--- config.mk ---
export PLATFORM = sky130hd
export DESIGN_NAME = cpu_prog_loader_flat
export DESIGN_NICKNAME = d
export VERILOG_FILES = /design/src/rtl/cpu_prog_loader_if.sv /design/src/rtl/cpu_prog_loader.sv /design/src/flat_wrapper.sv
export SDC_FILE = /design/constraint.sdc
export NUM_CORES = 1
export LEC_CHECK = 0
export CORE_ASPECT_RATIO = 0.6
export CORE_MARGIN = 2
export CORE_UTILIZATION = 62
export CTS_CLUSTER_DIAMETER = 80
export DETAILED_ROUTE_END_ITERATION = 16
export DONT_BUFFER_PORTS = 1
export PLACE_DENSITY = 0.88
export SYNTH_ARGS = -nofsm -noshare
export SYNTH_HDL_FRONTEND = slang
export SYNTH_SLANG_ARGS = --single-unit
--- constraint.sdc ---
create_clock -name clk -period 3.3 [get_ports clk]
set_clock_uncertainty 0.15 [all_clocks]
set_input_delay 0.33 -clock clk [delete_from_list [all_inputs] [get_ports clk]]
set_output_delay 0.33 -clock clk [all_outputs]
set_load 0.01 [all_outputs]
--- src/rtl/cpu_prog_loader_if.sv ---
// Host-side load handshake and CPU-side program RAM / reset bundle of the program loader.
interface cpu_prog_loader_if #(
    parameter int ADDR_W = 4
);
    logic              load_en;
    logic              load_strobe;
    logic [7:0]        load_data;
    logic              mem_we;
    logic [ADDR_W-1:0] mem_addr;
    logic [7:0]        mem_wdata;
    logic              cpu_rst_n;
    logic              load_busy;
    logic              load_err;
    logic [ADDR_W:0]   byte_count;

    // Host / pin-mux side: drives the load pins, observes RAM writes and status.
    modport master (
        output load_en, load_strobe, load_data,
        input  mem_we, mem_addr, mem_wdata, cpu_rst_n, load_busy, load_err, byte_count
    );

    // Loader side: consumes the load pins, drives RAM writes and status.
    modport slave (
        input  load_en, load_strobe, load_data,
        output mem_we, mem_addr, mem_wdata, cpu_rst_n, load_busy, load_err, byte_count
    );
endinterface

--- src/rtl/cpu_prog_loader.sv ---
// Program loader: synchronizes the load pins, streams bytes into program RAM,
// verifies a trailing two's-complement checksum and gates the CPU core reset.
module cpu_prog_loader #(
    parameter int ADDR_W      = 4,
    parameter int SYNC_STAGES = 2
) (
    input  logic              clk,
    input  logic              rst_n,
    input  logic              ena,
    cpu_prog_loader_if.slave  bus
);
    localparam int              DEPTH      = 2 ** ADDR_W;
    localparam logic [ADDR_W:0] FULL_COUNT = (ADDR_W + 1)'(DEPTH);
    localparam logic [ADDR_W:0] COUNT_ONE  = (ADDR_W + 1)'(1);

    typedef enum logic [2:0] {
        IDLE,
        LOAD,
        CHECK,
        RUN,
        ERROR
    } state_t;

    state_t                 state;
    logic [SYNC_STAGES-1:0] en_chain;
    logic [SYNC_STAGES-1:0] strobe_chain;
    logic                   prev_strobe;
    logic                   prev_en;
    logic [7:0]             checksum;

    logic                   sync_en;
    logic                   sync_strobe;
    logic                   str_rise;
    logic                   en_rise;
    logic                   en_fall;
    logic [7:0]             check_total;

    assign sync_en     = en_chain[SYNC_STAGES-1];
    assign sync_strobe = strobe_chain[SYNC_STAGES-1];
    assign str_rise    = ena & sync_strobe & ~prev_strobe;
    assign en_rise     = ena & sync_en & ~prev_en;
    assign en_fall     = ena & ~sync_en & prev_en;
    assign check_total = checksum + bus.load_data;

    // Bring the asynchronous pins into the clock domain and keep last-cycle copies for edge detection.
    always_ff @(posedge clk or negedge rst_n) begin
        if (!rst_n) begin
            en_chain     <= '0;
            strobe_chain <= '0;
            prev_strobe  <= 1'b0;
            prev_en      <= 1'b0;
        end else begin
            if (SYNC_STAGES > 1) begin
                en_chain     <= {en_chain[SYNC_STAGES-2:0], bus.load_en};
                strobe_chain <= {strobe_chain[SYNC_STAGES-2:0], bus.load_strobe};
            end else begin
                en_chain     <= {SYNC_STAGES{bus.load_en}};
                strobe_chain <= {SYNC_STAGES{bus.load_strobe}};
            end
            prev_strobe <= sync_strobe;
            prev_en     <= sync_en;
        end
    end

    // Load sequencer with registered RAM-write, status and core-reset outputs; frozen while ena is low.
    always_ff @(posedge clk or negedge rst_n) begin
        if (!rst_n) begin
            state          <= IDLE;
            bus.mem_we     <= 1'b0;
            bus.mem_addr   <= '0;
            bus.mem_wdata  <= '0;
            bus.cpu_rst_n  <= 1'b0;
            bus.load_busy  <= 1'b0;
            bus.load_err   <= 1'b0;
            bus.byte_count <= '0;
            checksum       <= '0;
        end else begin
            bus.mem_we <= 1'b0;
            if (ena) begin
                case (state)
                    IDLE: begin
                        bus.cpu_rst_n <= 1'b0;
                        bus.load_busy <= 1'b0;
                        if (sync_en) begin
                            state          <= LOAD;
                            bus.load_busy  <= 1'b1;
                            bus.byte_count <= '0;
                            bus.mem_addr   <= '0;
                            checksum       <= '0;
                            bus.load_err   <= 1'b0;
                        end
                    end
                    LOAD: begin
                        if (bus.byte_count == FULL_COUNT) begin
                            state <= CHECK;
                        end else if (!sync_en) begin
                            state <= CHECK;
                        end else if (str_rise) begin
                            bus.mem_we     <= 1'b1;
                            bus.mem_wdata  <= bus.load_data;
                            bus.mem_addr   <= bus.byte_count[ADDR_W-1:0];
                            checksum       <= check_total;
                            bus.byte_count <= bus.byte_count + COUNT_ONE;
                        end
                    end
                    CHECK: begin
                        if (str_rise) begin
                            bus.load_busy <= 1'b0;
                            if (check_total == 8'h00) begin
                                state         <= RUN;
                                bus.cpu_rst_n <= 1'b1;
                            end else begin
                                state        <= ERROR;
                                bus.load_err <= 1'b1;
                            end
                        end else if (en_fall) begin
                            state         <= ERROR;
                            bus.load_busy <= 1'b0;
                            bus.load_err  <= 1'b1;
                        end
                    end
                    RUN: begin
                        if (en_rise) begin
                            state          <= LOAD;
                            bus.cpu_rst_n  <= 1'b0;
                            bus.load_busy  <= 1'b1;
                            bus.byte_count <= '0;
                            bus.mem_addr   <= '0;
                            checksum       <= '0;
                        end
                    end
                    ERROR: begin
                        if (en_rise) begin
                            state          <= LOAD;
                            bus.load_busy  <= 1'b1;
                            bus.load_err   <= 1'b0;
                            bus.byte_count <= '0;
                            bus.mem_addr   <= '0;
                            checksum       <= '0;
                        end
                    end
                    default: begin
                        state         <= IDLE;
                        bus.cpu_rst_n <= 1'b0;
                        bus.load_busy <= 1'b0;
                    end
                endcase
            end
        end
    end
endmodule
--- src/flat_wrapper.sv ---
// flat-port wrapper written by rule: the top's interface ports become plain ports
module cpu_prog_loader_flat 
#(
    parameter int ADDR_W      = 4,
    parameter int SYNC_STAGES = 2
)
  (clk, rst_n, ena, bus_load_en, bus_load_strobe, bus_load_data, bus_mem_we, bus_mem_addr, bus_mem_wdata, bus_cpu_rst_n, bus_load_busy, bus_load_err, bus_byte_count);
  cpu_prog_loader_if #(.ADDR_W(ADDR_W)) bus_i ();
  input  logic clk;
  input  logic rst_n;
  input  logic ena;
  input wire logic [$bits(bus_i.load_en)-1:0] bus_load_en;
  input wire logic [$bits(bus_i.load_strobe)-1:0] bus_load_strobe;
  input wire logic [$bits(bus_i.load_data)-1:0] bus_load_data;
  output wire logic [$bits(bus_i.mem_we)-1:0] bus_mem_we;
  output wire logic [$bits(bus_i.mem_addr)-1:0] bus_mem_addr;
  output wire logic [$bits(bus_i.mem_wdata)-1:0] bus_mem_wdata;
  output wire logic [$bits(bus_i.cpu_rst_n)-1:0] bus_cpu_rst_n;
  output wire logic [$bits(bus_i.load_busy)-1:0] bus_load_busy;
  output wire logic [$bits(bus_i.load_err)-1:0] bus_load_err;
  output wire logic [$bits(bus_i.byte_count)-1:0] bus_byte_count;
  assign bus_i.load_en = bus_load_en;
  assign bus_i.load_strobe = bus_load_strobe;
  assign bus_i.load_data = bus_load_data;
  assign bus_mem_we = bus_i.mem_we;
  assign bus_mem_addr = bus_i.mem_addr;
  assign bus_mem_wdata = bus_i.mem_wdata;
  assign bus_cpu_rst_n = bus_i.cpu_rst_n;
  assign bus_load_busy = bus_i.load_busy;
  assign bus_load_err = bus_i.load_err;
  assign bus_byte_count = bus_i.byte_count;
  cpu_prog_loader #(.ADDR_W(ADDR_W), .SYNC_STAGES(SYNC_STAGES)) u_core (.clk(clk), .rst_n(rst_n), .ena(ena), .bus(bus_i));
endmodule
# ---- After elaboration in Yosys (flattened, before gate mapping)
# Cells that the tools add are included.
dict set report word_totals {
  register_bits 38
  word_cells 101
}
dict set report op_classes {
  addsub 2
  eq_ne 17
  mux 45
  bitwise 12
  reduce_logical 12
}
# cell n
set op_table {}
lappend op_table {{8-bit two-way mux} 5}
lappend op_table {{5-bit two-way mux} 5}
lappend op_table {{8-bit one-hot mux with 3 select lines} 1}
lappend op_table {{3-bit two-way mux} 7}
lappend op_table {{4-bit two-way mux} 5}
lappend op_table {{1-bit two-way mux} 16}
lappend op_table {{2-bit by 1-bit != test with 1-bit output, second input constant} 8}
lappend op_table {{5-bit one-hot mux with 3 select lines} 1}
lappend op_table {{5-bit AND reduction} 3}
lappend op_table {{3-bit one-hot mux with 4 select lines} 1}
lappend op_table {{4-bit one-hot mux with 3 select lines} 1}
lappend op_table {{8-bit adder} 1}
lappend op_table {{8-bit logical NOT} 1}
lappend op_table {{7-bit AND reduction} 1}
lappend op_table {{1-bit AND} 6}
lappend op_table {{3-bit by 2-bit equality test with 1-bit output, second input constant} 2}
lappend op_table {{3-bit != test, second input constant} 2}
lappend op_table {{1-bit inverter} 6}
lappend op_table {{1-bit one-hot mux with 3 select lines} 2}
lappend op_table {{6-bit AND reduction} 1}
lappend op_table {{3-bit nonzero test} 2}
lappend op_table {{5-bit by 1-bit adder with 5-bit output, second input constant} 1}
lappend op_table {{5-bit equality test, second input constant} 1}
lappend op_table {{1-bit one-hot mux with 4 select lines} 1}
lappend op_table {{other kinds (7)} 8}

# ---- Logic depth before layout (Yosys ltp)
dict set report depth {
  ltp_word 7
  mapped_depth 9
  mapped_depth_nobuf 7
}

# ---- Least setup slack after synthesis
# Ideal clock, no wire load.
dict set report synth_path {
  kind {register to register}
  start {register u_core.checksum[0]}
  end {register u_core.state[0]}
  setup_time_ns 0.077
  t_arrival_ns 2.276
  path_slack_ns 0.797
  stages_incl_launch_ff 8
  path_cell_list {dfrtp_1 ha_1 fa_1 a211oi_1 nor2_1 a211o_1 or4b_1 o21bai_2}
}
dict set report synth_between {
  elab_chain_cells 5
}
# element line_no
set synth_lines {}
lappend synth_lines {{from (decl)} cpu_prog_loader.sv:29} ;# logic [7:0] checksum;
lappend synth_lines {{from (signal assigned)} cpu_prog_loader.sv:102} ;# checksum <= check_total;
lappend synth_lines {{8-bit adder} cpu_prog_loader.sv:43} ;# assign check_total = checksum + bus.load_data;
lappend synth_lines {{8-bit logical NOT} cpu_prog_loader.sv:109} ;# if (check_total == 8'h00) begin
lappend synth_lines {{3-bit two-way mux} cpu_prog_loader.sv:109}
lappend synth_lines {{3-bit two-way mux} cpu_prog_loader.sv:107} ;# if (str_rise) begin
lappend synth_lines {{3-bit one-hot mux with 4 select lines} cpu_prog_loader.sv:80} ;# case (state)
lappend synth_lines {{to (signal assigned)} cpu_prog_loader.sv:85} ;# state <= LOAD;
lappend synth_lines {{to (signal assigned)} cpu_prog_loader.sv:110} ;# state <= RUN;
lappend synth_lines {{to (signal assigned)} cpu_prog_loader.sv:113} ;# state <= ERROR;
lappend synth_lines {{to (decl)} cpu_prog_loader.sv:24} ;# state_t state;
# Every way passes these cells.
# A chain may end at the register's enable or synchronous reset.

# ---- Final worst setup path
dict set report layout_path {
  start {register u_core.bus.byte_count[0]}
  end {register u_core.bus.byte_count[4]}
}
dict set report layout_between {
  elab_chain_cells 5
}
# element line_no
set layout_lines {}
lappend layout_lines {{from (decl)} cpu_prog_loader_if.sv:25} ;# output mem_we, mem_addr, mem_wdata, cpu_rst_n, load_busy, load_err, byte_count
lappend layout_lines {{from (signal assigned)} cpu_prog_loader.sv:103} ;# bus.byte_count <= bus.byte_count + COUNT_ONE;
lappend layout_lines {{5-bit by 1-bit adder with 5-bit output} cpu_prog_loader.sv:103}
lappend layout_lines {{5-bit two-way mux} cpu_prog_loader.sv:98} ;# end else if (str_rise) begin
lappend layout_lines {{5-bit two-way mux} cpu_prog_loader.sv:96} ;# end else if (!sync_en) begin
lappend layout_lines {{5-bit two-way mux} cpu_prog_loader.sv:94} ;# if (bus.byte_count == FULL_COUNT) begin
lappend layout_lines {{5-bit one-hot mux with 3 select lines} cpu_prog_loader.sv:80}
# Parallel ways exist; a longest one is shown, timed or not. The select of a mux whose other input is x is not followed.

==> impl_metrics.toml <==
[run_status]
status = "complete, no violations"

[logic_synthesis]
synth_cells = 209
syn_nets = 232
synth_area_leaders = "dfrtp_1 45%, nand2_1 5.7%, ha_1 5.4%, o21ai_0 3.8%, a22o_1 2.5%"
yosys_warnings = 0
synth_ff_type = "dfrtp_1"
syn_area_sq_um = 2100
async_flop_share_pct = 100
yosys.area.top_type = "dfrtp_1"
synth_seq_cells = 38
synth_cell_types = 52
yosysTopAreaCellShare_pct = 45.3
yosysSeqAreaShare_pct = 45.3
syn_area_per_cell_sq_um = 10.1
synth-edff-count = 0

[grt]
grt_max_degree = 39
grt_pass1_vias = 1643
overflow = 0
antenna_found_initial = 0
grt_pass1_wl_um = 7910
grt_use_total_pct = 27.1

[power_and_ir_drop]
p_int_mw = 1.22
power_mw = 2.01
p_leak_nw = 1.03
combPwrFrac_pct = 40.6
power.density_nw_per_um2 = 868
switching_power_mw = 0.790
power_frac_seq_pct = 39.3
peakVddDrop_mv = 0.509
clock_power_share_pct = 20.1
p_sw_share_pct = 39.4

[layout]
antenna_cells = 0
final_layout_size_suffix_gt1_share_pct = 11.6
stdcell_area_sq_um = 2310
n_fill_cell = 233
final_util_pct = 71.3
layout.area.seq_sq_um = 951
area_delta_synth_final_pct = 10.0
multiInputGateArea_sq_um = 1080
nets = 238
fin_cells = 260

[timing]
grt_setup_unrepaired = "no"
hold_violations = 0
fin_crit_sh_pct = 88.0
setup_violations = 0
worst_slack_ps = 397
fmax_mhz = 344
worstMarginPinSlew_ps = 1230
slew_headroom_pct = 17.3
setup_tns_ps = 0
min_period_ps = 2900
whs_ps = 7.98
maxSlewViolCount = 0

[cts]
clockRootBuffer = "clkbuf_8"
h-tree-depth = 2
cts_tree = "done"
cts_resized = 0
numCtsBuffers = 5
ctsHoldBuffers = 6
cts.path.max_buffers = 2
clk_pin_slew_worst_paths_ps = 70
cts_sinks = 38
clkLatencyLatePin_ps = 290
cts_setup_buffers = 0

[place]
postPlaceCellArea_sq_um = 2130
gp_congestion = 1.02
dpl.hpwl_um = 3380
portBuffers = 0
placed_cells = 247
pre_cts_slack_ps = 441

[route]
routedWlPerCell_um = 18.3
final_antenna_net_count = 0
drc = 0
drtPass1Iterations = 4
num_vias = 1710
drt-total-wl_um = 4750
viasPerCell = 6.58
drtIter0Drc = 147

[die]
dieArea_sq_um = 3890
die_h_um = 49.1
core_area_sq_um = 3240
start_util_pct = 64.8
die_width_um = 79.1
rows = 16
ios = 34

[critical_path]
cp_slowest_cell = "or3_1"
cp_cell_sequence = "inv_1 -> ha_1 -> and4bb_2 -> nor4b_1 -> o211ai_1 -> or3_1 -> a21oi_1"
crit_buf_inv = 1
worstSetupPathType = "reg2reg"
critical_path_arrival_ps = 2970
cp-end-kind = "flip-flop"
start_kind = "flip-flop"
critical-path-max-stage-delay_ps = 560
crit_path_max_fanout = 16
crit_family = "simple AND/OR/NAND/NOR gates"
required_ps = 3370

[job]
maxCapViolCount = 0

[min_path]
hp-class = "in2reg"
==> metal layers <==
metal  up-vias  routed length [um]  global-route usage [%]
met5         -                   0                       0
li1        771                   -                       -
met4         0                  99                    10.6
met1       841                1990                    35.9
met3        12                 443                    8.89
met2        86                2220                    41.5
==> cells in the mapped netlist, types with 2 or more instances <==
cell,count
a311oi_1,2
nor3b_1,4
or2_2,2
ha_1,9
clkbuf_1,3
nand3_1,3
xnor2_1,3
a21o_1,4
o31ai_1,3
inv_1,7
nand2_1,32
or4_1,2
buf_2,4
nor2b_1,5
nor4_1,3
nor2_1,6
mux2i_1,2
o21ba_2,3
o2bb2ai_1,2
a21oi_1,6
dfrtp_1,38
nand3b_1,3
or3_1,5
o211ai_1,2
a211oi_1,2
nand2b_1,4
o21ai_0,16
a22o_1,6
nor4b_1,2
nor3_1,3
o21a_1,2
==> cells by family (layout without fill, tap and decap cells) <==
family                     after synthesis  in the layout  synth area share (%)
and+or+nand+nor                         81             81                  21.5
AOI/OAI and AO/OA                       58             58                  20.5
DFF                                     38             38                  45.3
buffers and inverters                   16             22                  3.63
adders and majority gates               10             10                  6.31
xor gates and xnor gates                 3              3                  1.25
muxes                                    3              3                  1.49
==> state kept, by name (all words and copies together), names as in the netlist <==
name                   count
u_core.en_chain            2
u_core.bus.mem_wdata       8
u_core.state               3
u_core.bus.load_busy       1
u_core.bus.cpu_rst_n       1
u_core.bus.byte_count      5
u_core.prev_en             1
u_core.checksum            8
u_core.strobe_chain        2
u_core.bus.load_err        1
u_core.bus.mem_addr        4
u_core.prev_strobe         1
u_core.bus.mem_we          1
==> final timing paths <==
kind | cells past startpoint | slack, ps | startpoint | end
worst max-delay path | 7 | 400 | u_core.bus.byte_count[0] | u_core.bus.byte_count[4]
worst min-delay path | 2 | 8 | bus_load_data[1] | u_core.bus.mem_wdata[1]
worst max register to register | 7 | 400 | u_core.bus.byte_count[0] | u_core.bus.byte_count[4]
worst min register to register | 0 | 210 | u_core.strobe_chain[0] | u_core.strobe_chain[1]
max in group asynchronous | 2 | 2460 | rst_n | u_core.bus.mem_wdata[5]
min in group asynchronous | 2 | 350 | rst_n | u_core.bus.mem_wdata[1]
==> layout make-up <==
type                    count  share of cell area, %
clock inverters             1                   1.30
inverters                   7                   1.14
multi-input cells         155                   46.7
flip-flops and latches     38                   41.1
repair buffers              8                   3.68
well taps                  45                   2.44
clock buffers               6                   3.57
==> worst register-to-register path, delay by kind of cell, from the launching register on <==
family,cells,cell delay [ps]
adders and majority gates,1,210
AOI/OAI and AO/OA,2,720
DFF,1,500
buffers and inverters,1,100
and+or+nand+nor,3,1160
==> placed cells by master, fill, tap and decap left out, drive strengths merged, types with 6 or more instances in the layout <==
cell type / count
nor2: 6
nand2: 32
o21ai: 17
a21oi: 6
clkbuf: 6
ha: 9
inv: 7
dfrtp: 38
a22o: 6
==> power groups by stage <==
| stage | clock network [mW] | logic, mW | registers, mW |
|---|---|---|---|
| 2_1_floorplan | 0 | 0.693 | 0.720 |
| 5_1_grt | 0.426 | 0.908 | 0.808 |
| 3_5_place_dp | 0 | 0.779 | 0.792 |
| 3_3_place_gp | 0 | 0.730 | 0.782 |
| 6_report | 0.404 | 0.814 | 0.788 |
| 4_1_cts | 0.403 | 0.799 | 0.783 |
Note: power is estimated with default switching activity, not from simulation.
